## config.mk

```make
export PLATFORM = sky130hd
export DESIGN_NAME = dmem_arbiter
export DESIGN_NICKNAME = d
export VERILOG_FILES = /design/src/rtl/dmem_arb_pkg.sv /design/src/rtl/dmem_arbiter_check.sv /design/src/rtl/dmem_arbiter.sv
export SDC_FILE = /design/constraint.sdc
export NUM_CORES = 1
export LEC_CHECK = 0
export BUFFER_PORTS_ARGS = -buffer_cell sky130_fd_sc_hd__clkbuf_2
export CORE_AREA = 2 2 120 122
export CTS_CLUSTER_DIAMETER = 60
export DETAILED_ROUTE_END_ITERATION = 10
export DIE_AREA = 0 0 122 124
export GPL_ROUTABILITY_DRIVEN = 1
export PLACE_DENSITY = 0.74
export REMOVE_ABC_BUFFERS = 1
export SLEW_MARGIN = 20
export SYNTH_ARGS = -nofsm -noshare
export SYNTH_HDL_FRONTEND = slang
export SYNTH_SLANG_ARGS = --single-unit
```

## constraint.sdc

```tcl
create_clock -name clk_i -period 6.8 [get_ports clk_i]
set_clock_uncertainty 0.2 [all_clocks]
set_input_delay 0.34 -clock clk_i [delete_from_list [all_inputs] [get_ports clk_i]]
set_output_delay 0.34 -clock clk_i [all_outputs]
set_load 0.05 [all_outputs]
```

## src/rtl/dmem_arb_pkg.sv

```systemverilog
// Shared types, funct3 codes and access-legality helper
// for the data-memory arbiter.
package dmem_arb_pkg;

  typedef enum logic {ARB, DBG_HOLD} arb_state_t;

  localparam logic [2:0] F3_LB  = 3'b000;
  localparam logic [2:0] F3_LH  = 3'b001;
  localparam logic [2:0] F3_LW  = 3'b010;
  localparam logic [2:0] F3_LBU = 3'b100;
  localparam logic [2:0] F3_LHU = 3'b101;
  localparam logic [2:0] F3_SB  = 3'b000;
  localparam logic [2:0] F3_SH  = 3'b001;
  localparam logic [2:0] F3_SW  = 3'b010;

  function automatic logic access_err(
    input logic        we,
    input logic [2:0]  funct3,
    input logic [31:0] addr,
    input logic [31:0] depth
  );
    logic bad_f3;
    logic half;
    logic word;
    logic mis;
    logic oor;
    if (we)
      bad_f3 = !(funct3 inside {F3_SB, F3_SH, F3_SW});
    else
      bad_f3 = !(funct3 inside
        {F3_LB, F3_LH, F3_LW, F3_LBU, F3_LHU});
    half = funct3 inside {F3_LH, F3_LHU};
    word = (funct3 == F3_LW);
    mis  = (half && addr[0]) ||
           (word && (addr[1:0] != 2'b00));
    oor  = {2'b00, addr[31:2]} >= depth;
    return bad_f3 | mis | oor;
  endfunction

endpackage

```

## src/rtl/dmem_arbiter_check.sv

```systemverilog
// Combinational legality decode of the winning request
// (funct3, alignment, range).
import dmem_arb_pkg::*;

module dmem_access_check #(
  parameter int unsigned DEPTH_WORDS = 512
) (
  input  logic        we_i,
  input  logic [2:0]  funct3_i,
  input  logic [31:0] addr_i,
  output logic        err_o
);

  assign err_o = access_err(we_i, funct3_i, addr_i,
                            32'(DEPTH_WORDS));

endmodule

```

## src/rtl/dmem_arbiter.sv

```systemverilog
// Two-port arbiter in front of the single-port data memory:
// core vs. debug, with starvation guard and debug lock.
import dmem_arb_pkg::*;

module dmem_arbiter #(
  parameter int unsigned DEPTH_WORDS = 512,
  parameter int unsigned STARVE_MAX  = 4,
  parameter int unsigned LOCK_MAX    = 16
) (
  input  logic        clk_i,
  input  logic        rst_i,
  input  logic        core_req_i,
  input  logic        core_we_i,
  input  logic [2:0]  core_funct3_i,
  input  logic [31:0] core_addr_i,
  input  logic [31:0] core_wdata_i,
  input  logic        dbg_req_i,
  input  logic        dbg_we_i,
  input  logic [2:0]  dbg_funct3_i,
  input  logic [31:0] dbg_addr_i,
  input  logic [31:0] dbg_wdata_i,
  input  logic        dbg_lock_i,
  output logic        core_gnt_o,
  output logic        core_rvalid_o,
  output logic [31:0] core_rdata_o,
  output logic        core_err_o,
  output logic        dbg_gnt_o,
  output logic        dbg_rvalid_o,
  output logic [31:0] dbg_rdata_o,
  output logic        dbg_err_o,
  output logic [31:0] mem_addr_o,
  output logic [31:0] mem_dataW_o,
  output logic [2:0]  mem_funct3_o,
  output logic        mem_MemRW_o,
  input  logic [31:0] mem_dataR_i
);

  localparam int SCW = $clog2(STARVE_MAX + 1);
  localparam int LCW = $clog2(LOCK_MAX + 1);

  arb_state_t     state_q, state_d;
  logic [SCW-1:0] starve_q, starve_d;
  logic [LCW-1:0] lock_q, lock_d;
  logic           lblk_q, lblk_d;

  logic           c_rv_q, c_err_q;
  logic [31:0]    c_rdata_q;
  logic           d_rv_q, d_err_q;
  logic [31:0]    d_rdata_q;

  logic           core_gnt, dbg_gnt, any_gnt;
  logic           w_we, w_err;
  logic [2:0]     w_f3;
  logic [31:0]    w_addr, w_wdata;
  logic           rd_ok;

  always_comb begin
    core_gnt = 1'b0;
    dbg_gnt  = 1'b0;
    if (!rst_i) begin
      unique case (state_q)
        ARB: begin
          if (dbg_req_i && (!core_req_i ||
              starve_q == SCW'(STARVE_MAX)))
            dbg_gnt = 1'b1;
          else
            core_gnt = core_req_i;
        end
        DBG_HOLD: dbg_gnt = dbg_req_i;
        default: ;
      endcase
    end
  end

  assign any_gnt = core_gnt | dbg_gnt;
  assign w_we    = dbg_gnt ? dbg_we_i     : core_we_i;
  assign w_f3    = dbg_gnt ? dbg_funct3_i : core_funct3_i;
  assign w_addr  = dbg_gnt ? dbg_addr_i   : core_addr_i;
  assign w_wdata = dbg_gnt ? dbg_wdata_i  : core_wdata_i;

  dmem_access_check #(
    .DEPTH_WORDS(DEPTH_WORDS)
  ) u_check (
    .we_i    (w_we),
    .funct3_i(w_f3),
    .addr_i  (w_addr),
    .err_o   (w_err)
  );

  assign mem_addr_o   = any_gnt ? w_addr  : '0;
  assign mem_dataW_o  = any_gnt ? w_wdata : '0;
  assign mem_funct3_o = any_gnt ? w_f3    : '0;
  assign mem_MemRW_o  = any_gnt & w_we & ~w_err;
  assign rd_ok        = ~w_we & ~w_err;

  always_comb begin
    state_d  = state_q;
    starve_d = starve_q;
    lock_d   = lock_q;
    lblk_d   = lblk_q;
    if (!dbg_req_i || dbg_gnt)
      starve_d = '0;
    else if (starve_q != SCW'(STARVE_MAX))
      starve_d = starve_q + 1'b1;
    if (!dbg_lock_i)
      lblk_d = 1'b0;
    unique case (state_q)
      ARB: begin
        if (dbg_gnt && dbg_lock_i && !lblk_q) begin
          state_d = DBG_HOLD;
          lock_d  = '0;
        end
      end
      DBG_HOLD: begin
        lock_d = lock_q + 1'b1;
        if (!dbg_lock_i) begin
          state_d = ARB;
        end else if (lock_q == LCW'(LOCK_MAX - 1)) begin
          // forced release: no re-lock until dbg_lock drops
          state_d = ARB;
          lblk_d  = 1'b1;
        end
      end
      default: state_d = ARB;
    endcase
  end

  always_ff @(posedge clk_i) begin
    if (rst_i) begin
      state_q   <= ARB;
      starve_q  <= '0;
      lock_q    <= '0;
      lblk_q    <= 1'b0;
      c_rv_q    <= 1'b0;
      c_err_q   <= 1'b0;
      c_rdata_q <= '0;
      d_rv_q    <= 1'b0;
      d_err_q   <= 1'b0;
      d_rdata_q <= '0;
    end else begin
      state_q   <= state_d;
      starve_q  <= starve_d;
      lock_q    <= lock_d;
      lblk_q    <= lblk_d;
      c_rv_q    <= core_gnt;
      c_err_q   <= core_gnt & w_err;
      c_rdata_q <= (core_gnt & rd_ok) ? mem_dataR_i : '0;
      d_rv_q    <= dbg_gnt;
      d_err_q   <= dbg_gnt & w_err;
      d_rdata_q <= (dbg_gnt & rd_ok) ? mem_dataR_i : '0;
    end
  end

  // a response in flight when reset arrives is dropped
  assign core_gnt_o    = core_gnt;
  assign dbg_gnt_o     = dbg_gnt;
  assign core_rvalid_o = c_rv_q & ~rst_i;
  assign core_err_o    = c_err_q & ~rst_i;
  assign core_rdata_o  = rst_i ? '0 : c_rdata_q;
  assign dbg_rvalid_o  = d_rv_q & ~rst_i;
  assign dbg_err_o     = d_err_q & ~rst_i;
  assign dbg_rdata_o   = rst_i ? '0 : d_rdata_q;

endmodule
```

Yosys cells after proc, flatten, opt, wreduce, memory -nomap -nowiden:

Index checks and enable logic that the tools add are counted.

* register bits: 78
* input bits: 173
* output and inout port bits: 138

* $add $sub $neg: 2
* order comparisons: 1
* equality and inequality tests: 8
* muxes and demuxes: 26
* bitwise gates (word level): 20
* reduce and logical (&&, ||, !) cells: 21

Operators with widths (number)
* 2-to-1 mux 32 bit: 6
* >= comparator 30 x 10 -> 1 bit (second input constant): 1
* 2-to-1 mux 1 bit: 14
* AND 1 bit: 11
* one-hot mux 5 bit (2 select lines): 1
* equality test 3 bit (second input constant): 3
* 2-to-1 mux 3 bit: 2
* NOT 1 bit: 6
* OR reduction 2 bit: 3
* adder 5 x 1 -> 5 bit (second input constant): 1
* equality test 5 x 4 -> 1 bit (second input constant): 1
* logical AND 1 bit: 5
* logical NOT 1 bit: 5
* 2-to-1 mux 5 bit: 1
* nonzero test 5 bit: 1
* one-hot mux 1 bit (2 select lines): 2
* nonzero test 2 bit: 2
* adder 3 x 1 -> 3 bit (second input constant): 1
* equality test 3 x 1 -> 1 bit (second input constant): 1
* equality test 3 x 2 -> 1 bit (second input constant): 1
* logical NOT 3 bit: 1
* logical OR 1 bit: 3
* != test 3 bit (second input constant): 1
* OR 1 bit: 3
* 2 further kinds: 2

Longest topological paths before layout:

* depth after elaboration: 18
* gate-level depth with buffers: 9
* gate-level depth less buffers: 7

By module:

A second synthesis with hierarchy kept.

* cell total of the unflattened synthesis: 501
* area total of the unflattened synthesis: 4493.1 sq um

By module, submodules not included
* dmem_arbiter: times used 1, cells each 488, area an instance 4416.7 sq um, seq. area each 1561.5 sq um
* dmem_access_check: times used 1, cells each 13, area an instance 76.3 sq um, seq. area each 0.0 sq um

Worst setup path before layout:

Ideal clock, no wire load.

* kind: register -> output
* start point: register starve_q[0]
* end point: output port mem_MemRW_o
* arrival: 2.575 ns
* data required time: 6.260 ns
* path slack: 3.685 ns
* stages on the path, launching flop included: 9
* cell sequence: dfxtp_1 -> inv_1 -> ha_1 -> and2_1 -> o21ai_4 -> inv_2 -> or4_1 -> buf_2 -> a221oi_2

* word-level cells in the longest chain between the ends: 15

Ends and longest elaborated chain
* from (decl): RTL line dmem_arbiter.sv:42 `logic [SCW-1:0] starve_q, starve_d;`
* from (signal assigned): RTL line dmem_arbiter.sv:142 `starve_q <= starve_d;`
* equality test 3 bit *: RTL line dmem_arbiter.sv:64 `starve_q == SCW'(STARVE_MAX)))`
* logical OR 1 bit *: RTL line dmem_arbiter.sv:63 `if (dbg_req_i && (!core_req_i ||`
* logical AND 1 bit *: RTL line dmem_arbiter.sv:63
* parallel branches: the longest is 11 deep, another holds >= comparator 30 x 10 -> 1 bit
* AND 1 bit *: RTL line dmem_arbiter.sv:93 `assign mem_MemRW_o = any_gnt & w_we & ~w_err;`
* to (decl): RTL line dmem_arbiter.sv:34 `output logic mem_MemRW_o,`

Every way passes the cells marked *.

Final worst setup path:

Ends and elaborated chain as after synthesis.

==> flow_metrics.env <==
export IMPL_combinationalPowerShare_pct=22.4
export IMPL_cts_hold_buf=0
export IMPL_grt_ovfl_total=0
export IMPL_worstMarginPinSlew_ns=0.941
export IMPL_grt_pass1_wl_um=23800
export IMPL_cts_buffer_depth=2
export IMPL_cap_viol_max_count=0
export IMPL_rsz0062_at_grt="no"
export IMPL_critPathCaptureType="output pin"
export IMPL_synth_edf_count=0
export IMPL_yosysMostFrequentCell="nand2_1"
export IMPL_synth_area_leader_cell="dfxtp_1"
export IMPL_row_count=43
export IMPL_insertion_delay_ns=0.32
export IMPL_syn_avg_cell_area_um2=7.34
export IMPL_syn_area_mm2=0.00417
export IMPL_cts_setup_buffers=0
export IMPL_setup_violations=0
export IMPL_p_seq_share_pct=38.4
export IMPL_numCtsBuffers=9
export IMPL_clock_sinks=78
export IMPL_cts_resized=0
export IMPL_seq_area_frac_synth_pct=37.4
export IMPL_final_core_util_pct=44.7
export IMPL_synthTopCellsByArea="dfxtp_1 37%, nand2_1 13%, a21oi_1 11%"
export IMPL_die_y_um=124
export IMPL_fin_crit_ns=4.36
export IMPL_drc_errors=0
export IMPL_clockPowerShare_pct=39.2
export IMPL_synthArstFlopShare_pct=0
export IMPL_wl_per_cell_um=15.9
export IMPL_synth_distinct_cells=38
export IMPL_power_density_mw_per_mm2=195
export IMPL_ant_nets=0
export IMPL_required_ns=6.26
export IMPL_path_max_fanout=72
export IMPL_clk_pin_slew_worst_paths_ns=0.06
export IMPL_io_pins=311
export IMPL_antenna_found_initial=2
export IMPL_fmax_mhz=229
export IMPL_fp_dieW_um=122
export IMPL_post_route_period_util_pct=64.1
export IMPL_grt_pass1_vias=4339
export IMPL_synth_flop_cell="dfxtp_1"
export IMPL_maxSlewHeadroom_pct=37.2
export IMPL_slew_violations=0
export IMPL_post_dp_hpwl_um=12700
export IMPL_use_met2_pct=34.6
export IMPL_use_met1_pct=24.3
export IMPL_power_switching_w=0.000365
export IMPL_core_area_mm2=0.0137
export IMPL_drt_iter0_drc=296
export IMPL_status="complete, no violations"
export IMPL_grt_max_degree=82
export IMPL_drtPass1Iterations=4
export IMPL_cp_arrival_ns=3.82
export IMPL_swShare_pct=30.5
export IMPL_synth_top_cell_area_share_pct=37.4
export IMPL_path_class="reg2out"
export IMPL_startpoint_type="flip-flop"
export IMPL_syn2layout_area_growth_pct=46.9
export IMPL_internal_power_w=0.000832
export IMPL_yosysWarnings=0
export IMPL_total_leakage_power_nw=2.98
export IMPL_gp_congestion=0.903
export IMPL_cts_tree="built"
export IMPL_h_tree_depth=3
export IMPL_finalHoldViolations=0
export IMPL_syn_instance_count=569
export IMPL_cts_root_buffer="clkbuf_16"
export IMPL_grt_usage_pct=20.5
export IMPL_start_util_pct=30.4
export IMPL_synth_top_cells_by_count="139 x nand2_1, 92 x a21oi_1, 78 x dfxtp_1"
export IMPL_layout_nets=1027
export IMPL_setup_tns_ns=0
export IMPL_drive_gt1_share_pct=40.7
export IMPL_num_vias=4883
export IMPL_totalWireLength_um=16500
export IMPL_ir_worst_vdd_v=0.000115
export IMPL_dieArea_mm2=0.0151
export IMPL_yosys_register_bits=78
export IMPL_hold_path_class="in2reg"
export IMPL_gr_usage_met3_pct=7.01
export IMPL_via_per_inst=4.71
export IMPL_grt_busiest_layer="met2"
export IMPL_fin_total_pwr_w=0.00120
export IMPL_place_port_buffers=310
state kept, by name (all words and copies together) (netlist names):
register,cells
d_rdata_q,32
d_rv_q,1
lblk_q,1
state_q,1
lock_q,5
c_rv_q,1
starve_q,3
d_err_q,1
c_err_q,1
c_rdata_q,32
worst max-delay path, stage by stage (launching register included):
cell      delay (ns)
dfxtp_1         0.35
inv_1           0.05
ha_1            0.21
and2_1          0.25
o21ai_4         0.19
clkinv_2        0.72
or4_1           0.76
buf_4           0.27
a221oi_2        0.29
clkbuf_2        0.32
cells in the final DEF, fill, tap and decap left out, types with 3 or more instances in the layout:
cell	synthesis	final
nand3_1	4	4
inv_1	8	8
nand2_1	139	139
clkbuf_2	0	310
nand2b_1	6	6
clkbuf_16	0	9
dfxtp_1	78	78
a21oi_2	9	9
nor3_1	3	3
and2_1	34	34
ha_1	4	4
nor2_1	4	4
nand3b_1	32	32
a21oi_1	92	92
nor4_1	9	8
clkbuf_1	40	3
a211oi_1	4	3
buf_4	0	8
nor2b_1	69	69
through the flow:
stage | hold WS [ns] | setup WS, ns | cell area [um2] | instances
4_1_cts | 0.0195 | 2.87 | 6130 | 1035
6_report | 0.0279 | 2.44 | 6130 | 1036
5_1_grt | 0.0291 | 2.15 | 6130 | 1036
3_3_place_gp | 0.233 | 2.96 | 5830 | 1019
3_5_place_dp | 0.244 | 2.96 | 5830 | 1019
2_1_floorplan | 0.212 | 1.75 | 3970 | 521
area by class of cell:
class / count / area [um2]
well taps: 180 / 225
flip-flops and latches: 78 / 1560
inverters: 9 / 35.0
fillers: 1415 / 7590
diodes: 1 / 2.50
clock inverters: 3 / 43.8
multi-input cells: 434 / 2400
clock buffers: 13 / 250
repair buffers: 318 / 1610
final timing paths:
check             startpoint       endpoint  slack, ns  cells after the start
max reg2reg      starve_q[0]        c_err_q       3.38                      8
min          mem_dataR_i[18]  d_rdata_q[18]       0.03                      2
min reg2reg      starve_q[0]    starve_q[0]       0.25                      1
max              starve_q[0]    mem_MemRW_o       2.44                      9
logic make-up after synthesis:
kind of cell / after synthesis / synth area share (%)
buffers and inverters: 57 / 5.76
DFF: 78 / 37.4
and+or+nand+nor: 309 / 38.6
adders and majority gates: 4 / 1.20
AOI/OAI and AO/OA: 121 / 17.0
power by group through the flow:
| stage | clock (W) | combinational [W] | sequential [W] |
|---|---|---|---|
| 6_report | 0.000469 | 0.000268 | 0.000460 |
| 5_1_grt | 0.000500 | 0.000285 | 0.000460 |
| 4_1_cts | 0.000478 | 0.000268 | 0.000460 |
| 3_5_place_dp | 0 | 0.000267 | 0.000470 |
| 3_3_place_gp | 0 | 0.000266 | 0.000470 |
| 2_1_floorplan | 0 | 0.000151 | 0.000470 |
layer usage:
layer  vias up  wire, um
li1       2448         -
met1      2188      6550
met2       223      7960
met3        22      1630
met4         2       308
met5         -        13
(Power assumes the default switching activity.)
